## config.mk

```make
export PLATFORM = sky130hd
export DESIGN_NAME = muldiv_unit_flat
export DESIGN_NICKNAME = d
export VERILOG_FILES = /design/src/rtl/muldiv_pkg.sv /design/src/rtl/muldiv_if.sv /design/src/rtl/muldiv_iter.sv /design/src/rtl/muldiv_unit.sv /design/src/flat_wrapper.sv
export SDC_FILE = /design/constraint.sdc
export NUM_CORES = 1
export LEC_CHECK = 0
export CAP_MARGIN = 20
export CORE_MARGIN = 2
export CORE_UTILIZATION = 30
export CTS_CLUSTER_SIZE = 40
export DETAILED_ROUTE_END_ITERATION = 12
export PLACE_DENSITY = 0.53
export SLEW_MARGIN = 10
export SYNTH_ARGS = -nofsm -noshare
export SYNTH_HDL_FRONTEND = slang
export SYNTH_HIERARCHICAL = 1
export SYNTH_SLANG_ARGS = --single-unit
```

## constraint.sdc

```tcl
create_clock -name clk -period 4.67 [get_ports clk]
set_input_delay 1.1675 -clock clk [delete_from_list [all_inputs] [get_ports clk]]
set_output_delay 1.1675 -clock clk [all_outputs]
set_load 0.01 [all_outputs]
```

## src/rtl/muldiv_pkg.sv

```systemverilog
// -----------------------------------------------------------------------------
// muldiv_pkg
// Shared types for the multi-cycle multiply/divide unit. The instruction
// decoder imports this package to turn funct fields into muldiv_op_t, so
// the encoding below is architectural and must not be reordered.
//   muldiv_op_t    : operation issued from execute
//   muldiv_state_t : state encoding of the unit's sequencer
// -----------------------------------------------------------------------------
package muldiv_pkg;

   typedef enum logic [2:0] {
      NONE  = 3'd0,
      MULT  = 3'd1,
      MULTU = 3'd2,
      DIV   = 3'd3,
      DIVU  = 3'd4,
      MTHI  = 3'd5,
      MTLO  = 3'd6
   } muldiv_op_t;

   typedef enum logic [1:0] {
      IDLE,
      CALC,
      COMMIT
   } muldiv_state_t;

   // Signed ops work on magnitudes and fix the sign up at the end.
   function automatic logic is_signed_op(muldiv_op_t op);
      return (op == MULT) || (op == DIV);
   endfunction

   function automatic logic is_mul_op(muldiv_op_t op);
      return (op == MULT) || (op == MULTU);
   endfunction

   function automatic logic is_div_op(muldiv_op_t op);
      return (op == DIV) || (op == DIVU);
   endfunction

endpackage

```

## src/rtl/muldiv_if.sv

```systemverilog
// -----------------------------------------------------------------------------
// muldiv_if
// Bundle between the execute stage (master) and the multiply/divide unit
// (slave).
//   start_execute  : issue strobe
//   op_execute     : operation to perform
//   src_a_execute  : forwarded rs (multiplicand / dividend / MTHI-MTLO data)
//   src_b_execute  : forwarded rt (multiplier / divisor)
//   flush_muldiv   : abort any in-flight op
//   busy, done     : status back to the hazard unit
//   hi, lo         : architectural HI/LO registers
// -----------------------------------------------------------------------------
interface muldiv_if
   import muldiv_pkg::*;
#(
   parameter int WIDTH = 32
);

   logic             start_execute;
   muldiv_op_t       op_execute;
   logic [WIDTH-1:0] src_a_execute;
   logic [WIDTH-1:0] src_b_execute;
   logic             flush_muldiv;
   logic             busy;
   logic             done;
   logic [WIDTH-1:0] hi;
   logic [WIDTH-1:0] lo;

   modport master (
      output start_execute, op_execute, src_a_execute, src_b_execute, flush_muldiv,
      input  busy, done, hi, lo
   );

   modport slave (
      input  start_execute, op_execute, src_a_execute, src_b_execute, flush_muldiv,
      output busy, done, hi, lo
   );

endinterface

```

## src/rtl/muldiv_iter.sv

```systemverilog
// -----------------------------------------------------------------------------
// muldiv_iter
// One combinational radix-2 step of either a shift-add multiply or a
// restoring shift-subtract divide, selected by mode_div. WIDTH must be >= 2.
//   mode_div : 0 = multiply step, 1 = divide step
//   acc_in   : 2*WIDTH working accumulator before the step
//   operand  : multiplicand magnitude (mul) or divisor magnitude (div)
//   acc_out  : accumulator after the step
// Multiply layout: acc = {partial product high half, remaining multiplier};
// the multiplier shifts out of the bottom while the product shifts in.
// Divide layout: acc = {partial remainder, remaining dividend / quotient};
// dividend bits shift out of the top of the low half, quotient bits in.
// -----------------------------------------------------------------------------
module muldiv_iter #(
   parameter int WIDTH = 32
) (
   input  logic                 mode_div,
   input  logic [2*WIDTH-1:0]   acc_in,
   input  logic [WIDTH-1:0]     operand,
   output logic [2*WIDTH-1:0]   acc_out
);

   logic [WIDTH:0]     mul_sum;
   logic [WIDTH:0]     div_upper;
   logic [WIDTH:0]     div_trial;
   logic [2*WIDTH-1:0] mul_next;
   logic [2*WIDTH-1:0] div_next;

   // The multiply sum keeps its carry bit so the right shift folds it back
   // into the top of the accumulator. For divide, the shifted remainder can
   // reach WIDTH+1 bits, so the trial subtract is done one bit wider and its
   // top bit tells whether the subtraction must be restored.
   always_comb begin
      mul_sum   = {1'b0, acc_in[2*WIDTH-1:WIDTH]} + (acc_in[0] ? {1'b0, operand} : '0);
      mul_next  = {mul_sum, acc_in[WIDTH-1:1]};

      div_upper = acc_in[2*WIDTH-1:WIDTH-1];
      div_trial = div_upper - {1'b0, operand};
      if (!div_trial[WIDTH]) begin
         div_next = {div_trial[WIDTH-1:0], acc_in[WIDTH-2:0], 1'b1};
      end else begin
         div_next = {div_upper[WIDTH-1:0], acc_in[WIDTH-2:0], 1'b0};
      end

      acc_out = mode_div ? div_next : mul_next;
   end

endmodule

```

## src/rtl/muldiv_unit.sv

```systemverilog
// -----------------------------------------------------------------------------
// muldiv_unit
// Multi-cycle integer multiply/divide unit with architectural HI/LO.
// MULT/MULTU/DIV/DIVU take WIDTH+1 busy cycles (WIDTH iterations + commit);
// MTHI/MTLO write in a single cycle without raising busy.
//   clk    : rising-edge clock
//   reset  : asynchronous, active-low; clears all state
//   bus    : muldiv_if slave (issue, flush, busy/done, hi/lo)
// Parameters:
//   WIDTH      : operand width (>= 2); product is 2*WIDTH
//   ENABLE_DIV : 0 turns DIV/DIVU into no-ops
// -----------------------------------------------------------------------------
module muldiv_unit
   import muldiv_pkg::*;
#(
   parameter int WIDTH      = 32,
   parameter bit ENABLE_DIV = 1'b1
) (
   input  logic     clk,
   input  logic     reset,
   muldiv_if.slave  bus
);

   localparam int CW = (WIDTH > 1) ? $clog2(WIDTH) : 1;
   localparam logic [CW-1:0] LAST_COUNT = CW'(WIDTH - 1);

   muldiv_state_t      state;
   logic [CW-1:0]      count;
   logic [2*WIDTH-1:0] acc;
   logic [2*WIDTH-1:0] acc_next;
   logic [WIDTH-1:0]   operand;
   logic               mode_div;
   logic               neg_main;
   logic               neg_rem;
   logic               div_zero;
   logic [WIDTH-1:0]   src_a_saved;
   logic [WIDTH-1:0]   hi_q;
   logic [WIDTH-1:0]   lo_q;
   logic               busy_q;
   logic               done_q;

   logic               signed_op;
   logic [2*WIDTH-1:0] a_ext;
   logic [2*WIDTH-1:0] b_ext;
   logic               a_neg;
   logic               b_neg;
   logic [WIDTH-1:0]   a_mag;
   logic [WIDTH-1:0]   b_mag;
   logic               accept;
   logic               launch_mul;
   logic               launch_div;

   logic [2*WIDTH-1:0] product_fix;
   logic [WIDTH-1:0]   quot;
   logic [WIDTH-1:0]   rem;
   logic [WIDTH-1:0]   commit_hi;
   logic [WIDTH-1:0]   commit_lo;

   assign bus.busy = busy_q;
   assign bus.done = done_q;
   assign bus.hi   = hi_q;
   assign bus.lo   = lo_q;

   muldiv_iter #(.WIDTH(WIDTH)) u_iter (
      .mode_div (mode_div),
      .acc_in   (acc),
      .operand  (operand),
      .acc_out  (acc_next)
   );

   // Operand magnitudes are taken in 2*WIDTH arithmetic so that the most
   // negative value maps cleanly onto its unsigned magnitude 2^(WIDTH-1).
   // A flush in the same idle cycle drops the issue, MTHI/MTLO included.
   always_comb begin
      signed_op  = is_signed_op(bus.op_execute);
      a_ext      = signed_op ? {{WIDTH{bus.src_a_execute[WIDTH-1]}}, bus.src_a_execute}
                             : {{WIDTH{1'b0}}, bus.src_a_execute};
      b_ext      = signed_op ? {{WIDTH{bus.src_b_execute[WIDTH-1]}}, bus.src_b_execute}
                             : {{WIDTH{1'b0}}, bus.src_b_execute};
      a_neg      = a_ext[2*WIDTH-1];
      b_neg      = b_ext[2*WIDTH-1];
      a_mag      = WIDTH'(a_neg ? -a_ext : a_ext);
      b_mag      = WIDTH'(b_neg ? -b_ext : b_ext);
      accept     = (state == IDLE) && bus.start_execute && !bus.flush_muldiv;
      launch_mul = accept && is_mul_op(bus.op_execute);
      launch_div = accept && is_div_op(bus.op_execute) && ENABLE_DIV;
   end

   // Sign fixup applied in the commit cycle. A zero divisor overrides the
   // iterated result: quotient all ones and remainder equal to the dividend
   // exactly as issued, regardless of signedness.
   always_comb begin
      product_fix = neg_main ? -acc : acc;
      quot        = acc[WIDTH-1:0];
      rem         = acc[2*WIDTH-1:WIDTH];
      if (mode_div) begin
         commit_lo = div_zero ? '1 : (neg_main ? -quot : quot);
         commit_hi = div_zero ? src_a_saved : (neg_rem ? -rem : rem);
      end else begin
         commit_hi = product_fix[2*WIDTH-1:WIDTH];
         commit_lo = product_fix[WIDTH-1:0];
      end
   end

   // Sequencer IDLE -> CALC -> COMMIT -> IDLE. busy/done are registered
   // alongside the state so they always match (busy = not idle, done = in
   // commit). The counter holds at WIDTH-1 rather than wrapping; the exit
   // is decoded from that value. Flush returns to IDLE without touching
   // HI/LO, so an aborted op leaves the pre-op values visible.
   always_ff @(posedge clk or negedge reset) begin
      if (!reset) begin
         state       <= IDLE;
         count       <= '0;
         acc         <= '0;
         operand     <= '0;
         mode_div    <= 1'b0;
         neg_main    <= 1'b0;
         neg_rem     <= 1'b0;
         div_zero    <= 1'b0;
         src_a_saved <= '0;
         hi_q        <= '0;
         lo_q        <= '0;
         busy_q      <= 1'b0;
         done_q      <= 1'b0;
      end else begin
         case (state)
            IDLE: begin
               done_q <= 1'b0;
               if (launch_mul || launch_div) begin
                  state       <= CALC;
                  busy_q      <= 1'b1;
                  count       <= '0;
                  mode_div    <= launch_div;
                  acc         <= launch_div ? {{WIDTH{1'b0}}, a_mag} : {{WIDTH{1'b0}}, b_mag};
                  operand     <= launch_div ? b_mag : a_mag;
                  neg_main    <= a_neg ^ b_neg;
                  neg_rem     <= a_neg;
                  div_zero    <= launch_div && (bus.src_b_execute == '0);
                  src_a_saved <= bus.src_a_execute;
               end else if (accept && (bus.op_execute == MTHI)) begin
                  hi_q <= bus.src_a_execute;
               end else if (accept && (bus.op_execute == MTLO)) begin
                  lo_q <= bus.src_a_execute;
               end
            end
            CALC: begin
               if (bus.flush_muldiv) begin
                  state  <= IDLE;
                  busy_q <= 1'b0;
                  done_q <= 1'b0;
               end else begin
                  acc <= acc_next;
                  if (count == LAST_COUNT) begin
                     state  <= COMMIT;
                     done_q <= 1'b1;
                  end else begin
                     count <= count + 1'b1;
                  end
               end
            end
            COMMIT: begin
               state  <= IDLE;
               busy_q <= 1'b0;
               done_q <= 1'b0;
               if (!bus.flush_muldiv) begin
                  hi_q <= commit_hi;
                  lo_q <= commit_lo;
               end
            end
            default: begin
               state  <= IDLE;
               busy_q <= 1'b0;
               done_q <= 1'b0;
            end
         endcase
      end
   end

   // The hazard unit should never issue into a busy unit; the issue is
   // ignored in hardware, but flag it in simulation.
   always @(posedge clk) begin
      if (reset) begin
         assert (!(bus.start_execute && busy_q))
            else $warning("[muldiv_unit] start_execute while busy is ignored");
      end
   end

endmodule

```

## src/flat_wrapper.sv

```systemverilog
// flat-port wrapper written by rule: the top's interface ports become plain ports
module muldiv_unit_flat import muldiv_pkg::*;
#(
   parameter int WIDTH      = 32,
   parameter bit ENABLE_DIV = 1'b1
)
  (clk, reset, bus_start_execute, bus_op_execute, bus_src_a_execute, bus_src_b_execute, bus_flush_muldiv, bus_busy, bus_done, bus_hi, bus_lo);
  muldiv_if #(.WIDTH(WIDTH)) bus_i ();
  input  logic clk;
  input  logic reset;
  input wire logic [$bits(bus_i.start_execute)-1:0] bus_start_execute;
  input wire logic [$bits(bus_i.op_execute)-1:0] bus_op_execute;
  input wire logic [$bits(bus_i.src_a_execute)-1:0] bus_src_a_execute;
  input wire logic [$bits(bus_i.src_b_execute)-1:0] bus_src_b_execute;
  input wire logic [$bits(bus_i.flush_muldiv)-1:0] bus_flush_muldiv;
  output wire logic [$bits(bus_i.busy)-1:0] bus_busy;
  output wire logic [$bits(bus_i.done)-1:0] bus_done;
  output wire logic [$bits(bus_i.hi)-1:0] bus_hi;
  output wire logic [$bits(bus_i.lo)-1:0] bus_lo;
  assign bus_i.start_execute = bus_start_execute;
  assign bus_i.op_execute = bus_op_execute;
  assign bus_i.src_a_execute = bus_src_a_execute;
  assign bus_i.src_b_execute = bus_src_b_execute;
  assign bus_i.flush_muldiv = bus_flush_muldiv;
  assign bus_busy = bus_i.busy;
  assign bus_done = bus_i.done;
  assign bus_hi = bus_i.hi;
  assign bus_lo = bus_i.lo;
  muldiv_unit #(.WIDTH(WIDTH), .ENABLE_DIV(ENABLE_DIV)) u_core (.clk(clk), .reset(reset), .bus(bus_i));
endmodule
```

==> impl_metrics.py <==
metrics = {
    "critical_path": {
        "r2r_end": "u_core/acc[0]",
        "cp_max_fo": 14,
        "endpoint_kind": "register",
        "endpoint": "u_core/acc[0]",
        "critical_path.startpoint_type": "register",
        "crit_type": "reg2reg",
        "required_ps": 5070,
        "regToRegSetupSlack_ps": 640,
        "r2r_start": "u_core/operand[0]",
        "worstPathArrival_ps": 4430,
        "worstRegToRegCells": 14,
        "crit_path_start": "u_core/operand[0]",
    },
    "detailed_routing": {
        "drc": 8,
        "first_iter_violations": 2210,
        "wirelength_mm": 81.7,
        "ant_nets": 0,
        "vias": 19214,
        "dr.pass1.iters": 12,
        "viasPerCell": 5.99,
        "wl_per_cell_um": 25.5,
    },
    "cts": {
        "clockBufferDepth": 3,
        "cts.sinks": 205,
        "htreeDepth": 1,
        "clk_latency_ps": 600,
        "clkTransAtPathRegs_ps": 60,
        "cts_tree": "yes",
        "clock-root-buffer": "clkbuf_16",
        "ctsHoldBuffers": 0,
        "cts-resized-gates": 0,
        "cts_buffers": 26,
        "cts_setup_buffers": 0,
    },
    "sta": {
        "fin_hold_ws_ps": 473,
        "report.final.setup_viol": 0,
        "max-slew-margin-rel_pct": 31.0,
        "fmaxAchievable_mhz": 248,
        "grt_setup_unrepaired": "no",
        "fin_ws_ps": 640,
        "hold_viol_final": 0,
        "timing.final.crit_share_pct": 86.3,
        "period_minus_slack_ps": 4030,
        "worst_pin_slew_ps": 1030,
        "final.setup.tns_ps": 0,
        "slew_viol_final": 0,
        "clock_skew_ps": 33.1,
    },
    "synth": {
        "synth_warnings": 6,
        "syn_nets": 2470,
        "synth_seq_cells": 205,
        "syn_area_um2": 18000,
        "syn_area_per_cell_um2": 7.72,
        "synthCells": 2327,
        "yosys_most_used_dff": "dfrtp_1",
        "ys_async_sr_fraction_pct": 100,
        "ys_seq_area_share_pct": 28.6,
        "yosysUniqueCellTypes": 84,
        "synth_edf_count": 0,
        "synth_top_area_cell": "dfrtp_1",
        "synth_top_area_share_pct": 28.6,
        "synthTopCellsByArea": "dfrtp_1 29%, nand2_1 6.5%, xnor2_1 5.1%",
        "yosys.cell_count.top_type": "nand2_1",
        "netlist_top_cells_count": "309 x nand2_1, 205 x dfrtp_1, 185 x nor2_1",
    },
    "layout": {
        "drive_gt1_share_pct": 8.38,
        "syn_to_final_growth_pct": 18.7,
        "fill_cells": 6146,
        "fin_nets": 2557,
        "post-route-util_pct": 36.1,
        "regArea_um2": 5130,
        "multi_input_area_um2": 12000,
    },
    "place": {
        "gp_congestion": 0.955,
        "dp_hpwl_mm": 61.0,
        "pre_cts_ws_ps": 499,
        "io_buffer_count": 136,
    },
    "global_routing": {
        "grt_use_total_pct": 25.6,
        "grt_pass1_vias": 18416,
        "gr-total-overflow": 0,
        "antenna_found_initial": 1,
        "grt_max_degree": 87,
        "grt_pass1_wl_mm": 121,
    },
    "die": {
        "num_rows": 89,
        "die-area_um2": 61800,
        "die_x_um": 249,
        "fp.dieH_um": 249,
        "pin_count": 137,
        "start_util_pct": 30.4,
        "core_area_um2": 59100,
    },
    "flow_run": {
        "max_cap_viol_count": 0,
    },
    "power_and_ir_drop": {
        "irDropWorstVdd_mv": 0.340,
        "leakage_nw": 9.17,
        "powerDensity_nw_per_um2": 437,
    },
    "worst_hold_path": {
        "worst_hold_path_type": "reg2reg",
    },
    "run_status": {
        "outcome": "complete, but fails checks",
        "violations": "design-rule violations",
    },
}
-- where the power goes --
group          switching (W)  leakage (nW)  internal, W
registers           0.000686          2.57      0.00219
logic                0.00253          6.17      0.00179
clock network       0.000899         0.431      0.00122
-- worst min-delay path by stage --
stage / depth (start not counted) / startpoint / slack [ps] / to
after detailed placement: 2 / u_core/src_a_saved[13] / 460 / u_core/src_a_saved[13]
after global routing: 2 / u_core/src_a_saved[13] / 510 / u_core/src_a_saved[13]
final: 2 / u_core/src_a_saved[14] / 470 / u_core/src_a_saved[14]
after floorplan: 2 / u_core/src_a_saved[24] / 440 / u_core/src_a_saved[24]
after CTS: 2 / u_core/src_a_saved[13] / 480 / u_core/src_a_saved[13]
after global placement: 2 / u_core/src_a_saved[13] / 460 / u_core/src_a_saved[13]
-- placed cells by master (no fill, tap or decap), types with 18 or more instances in the layout --
| cell type | n |
|---|---|
| or4_1 | 29 |
| nand4_1 | 21 |
| buf_4 | 85 |
| xnor2_1 | 103 |
| or3_1 | 40 |
| o21ai_0 | 152 |
| ha_1 | 70 |
| o22ai_1 | 35 |
| and2_1 | 37 |
| o221ai_1 | 43 |
| nor4_1 | 31 |
| clkbuf_16 | 26 |
| a21oi_1 | 165 |
| inv_1 | 73 |
| and3_1 | 21 |
| a21o_1 | 29 |
| nand2_1 | 309 |
| dfrtp_1 | 204 |
| xor2_1 | 64 |
| nor2b_1 | 18 |
| clkdlybuf4s50_1 | 135 |
| o31ai_1 | 35 |
| o211ai_1 | 18 |
| nor2_1 | 183 |
| nand2b_1 | 24 |
| nor3_1 | 47 |
| a31oi_1 | 28 |
| nand3_1 | 82 |
| mux2_2 | 33 |
| mux2i_1 | 41 |
-- metrics by stage --
stage | cells | power [W] | cell area (µm²)
CTS | 3207 | 0.00924 | 21300
detailed placement | 3159 | 0.00710 | 20400
finish | 3208 | 0.00931 | 21300
global route | 3207 | 0.00981 | 21300
global placement | 3159 | 0.00706 | 20400
floorplan | 2327 | 0.00536 | 18000
-- layer usage --
layer,track usage (%),part of all wire [%],vias to the layer above
met5,0,0,-
met4,10.9,4.8,0
met3,4.17,7.6,194
met2,41.2,45,933
met1,33.9,43,9434
li1,-,-,8653
-- flip-flops by register name, summed over array words and instances (netlist names) --
signal	cells
u_core/acc	64
u_core/bus.hi	32
u_core/bus.lo	32
u_core/operand	32
u_core/src_a_saved	32
u_core/count	5
u_core/state	2
u_core/bus.busy	1
u_core/bus.done	1
u_core/div_zero	1
u_core/mode_div	1
u_core/neg_main	1
u_core/neg_rem	1
-- layout make-up --
cell class	count	area share (%)
clock buffer	37	3.48
tap	773	4.54
antenna	1	0.0117
multi-input combinational	1881	56.1
sequential	205	24.1
timing repair buffer	225	9.78
clock inverter	11	0.640
inverter	75	1.32
-- kinds of logic after synthesis --
kind of cell               count (synthesis)  synth area share (%)
muxes                                     74                  4.35
xor gates and xnor gates                 168                  8.19
buffers and inverters                    241                  5.19
DFF                                      205                  28.6
and+or+nand+nor                          896                  24.3
AOI/OAI and AO/OA                        671                  24.3
adders and majority gates                 72                  5.10
-- worst max-delay path, cell delays in order, from the launching register on --
cell and delay (ps):
dfrtp_1 440, ha_1 270, fa_1 420, nand2b_1 190, a21o_1 200, a211oi_1 290, a31oi_1 260, o21ai_1 270
a21oi_1 140, a31oi_1 240, xnor2_2 270, buf_4 380, a21oi_1 110, o211ai_1 190, o21ai_0 170
Power figures use the tool's default switching activity.
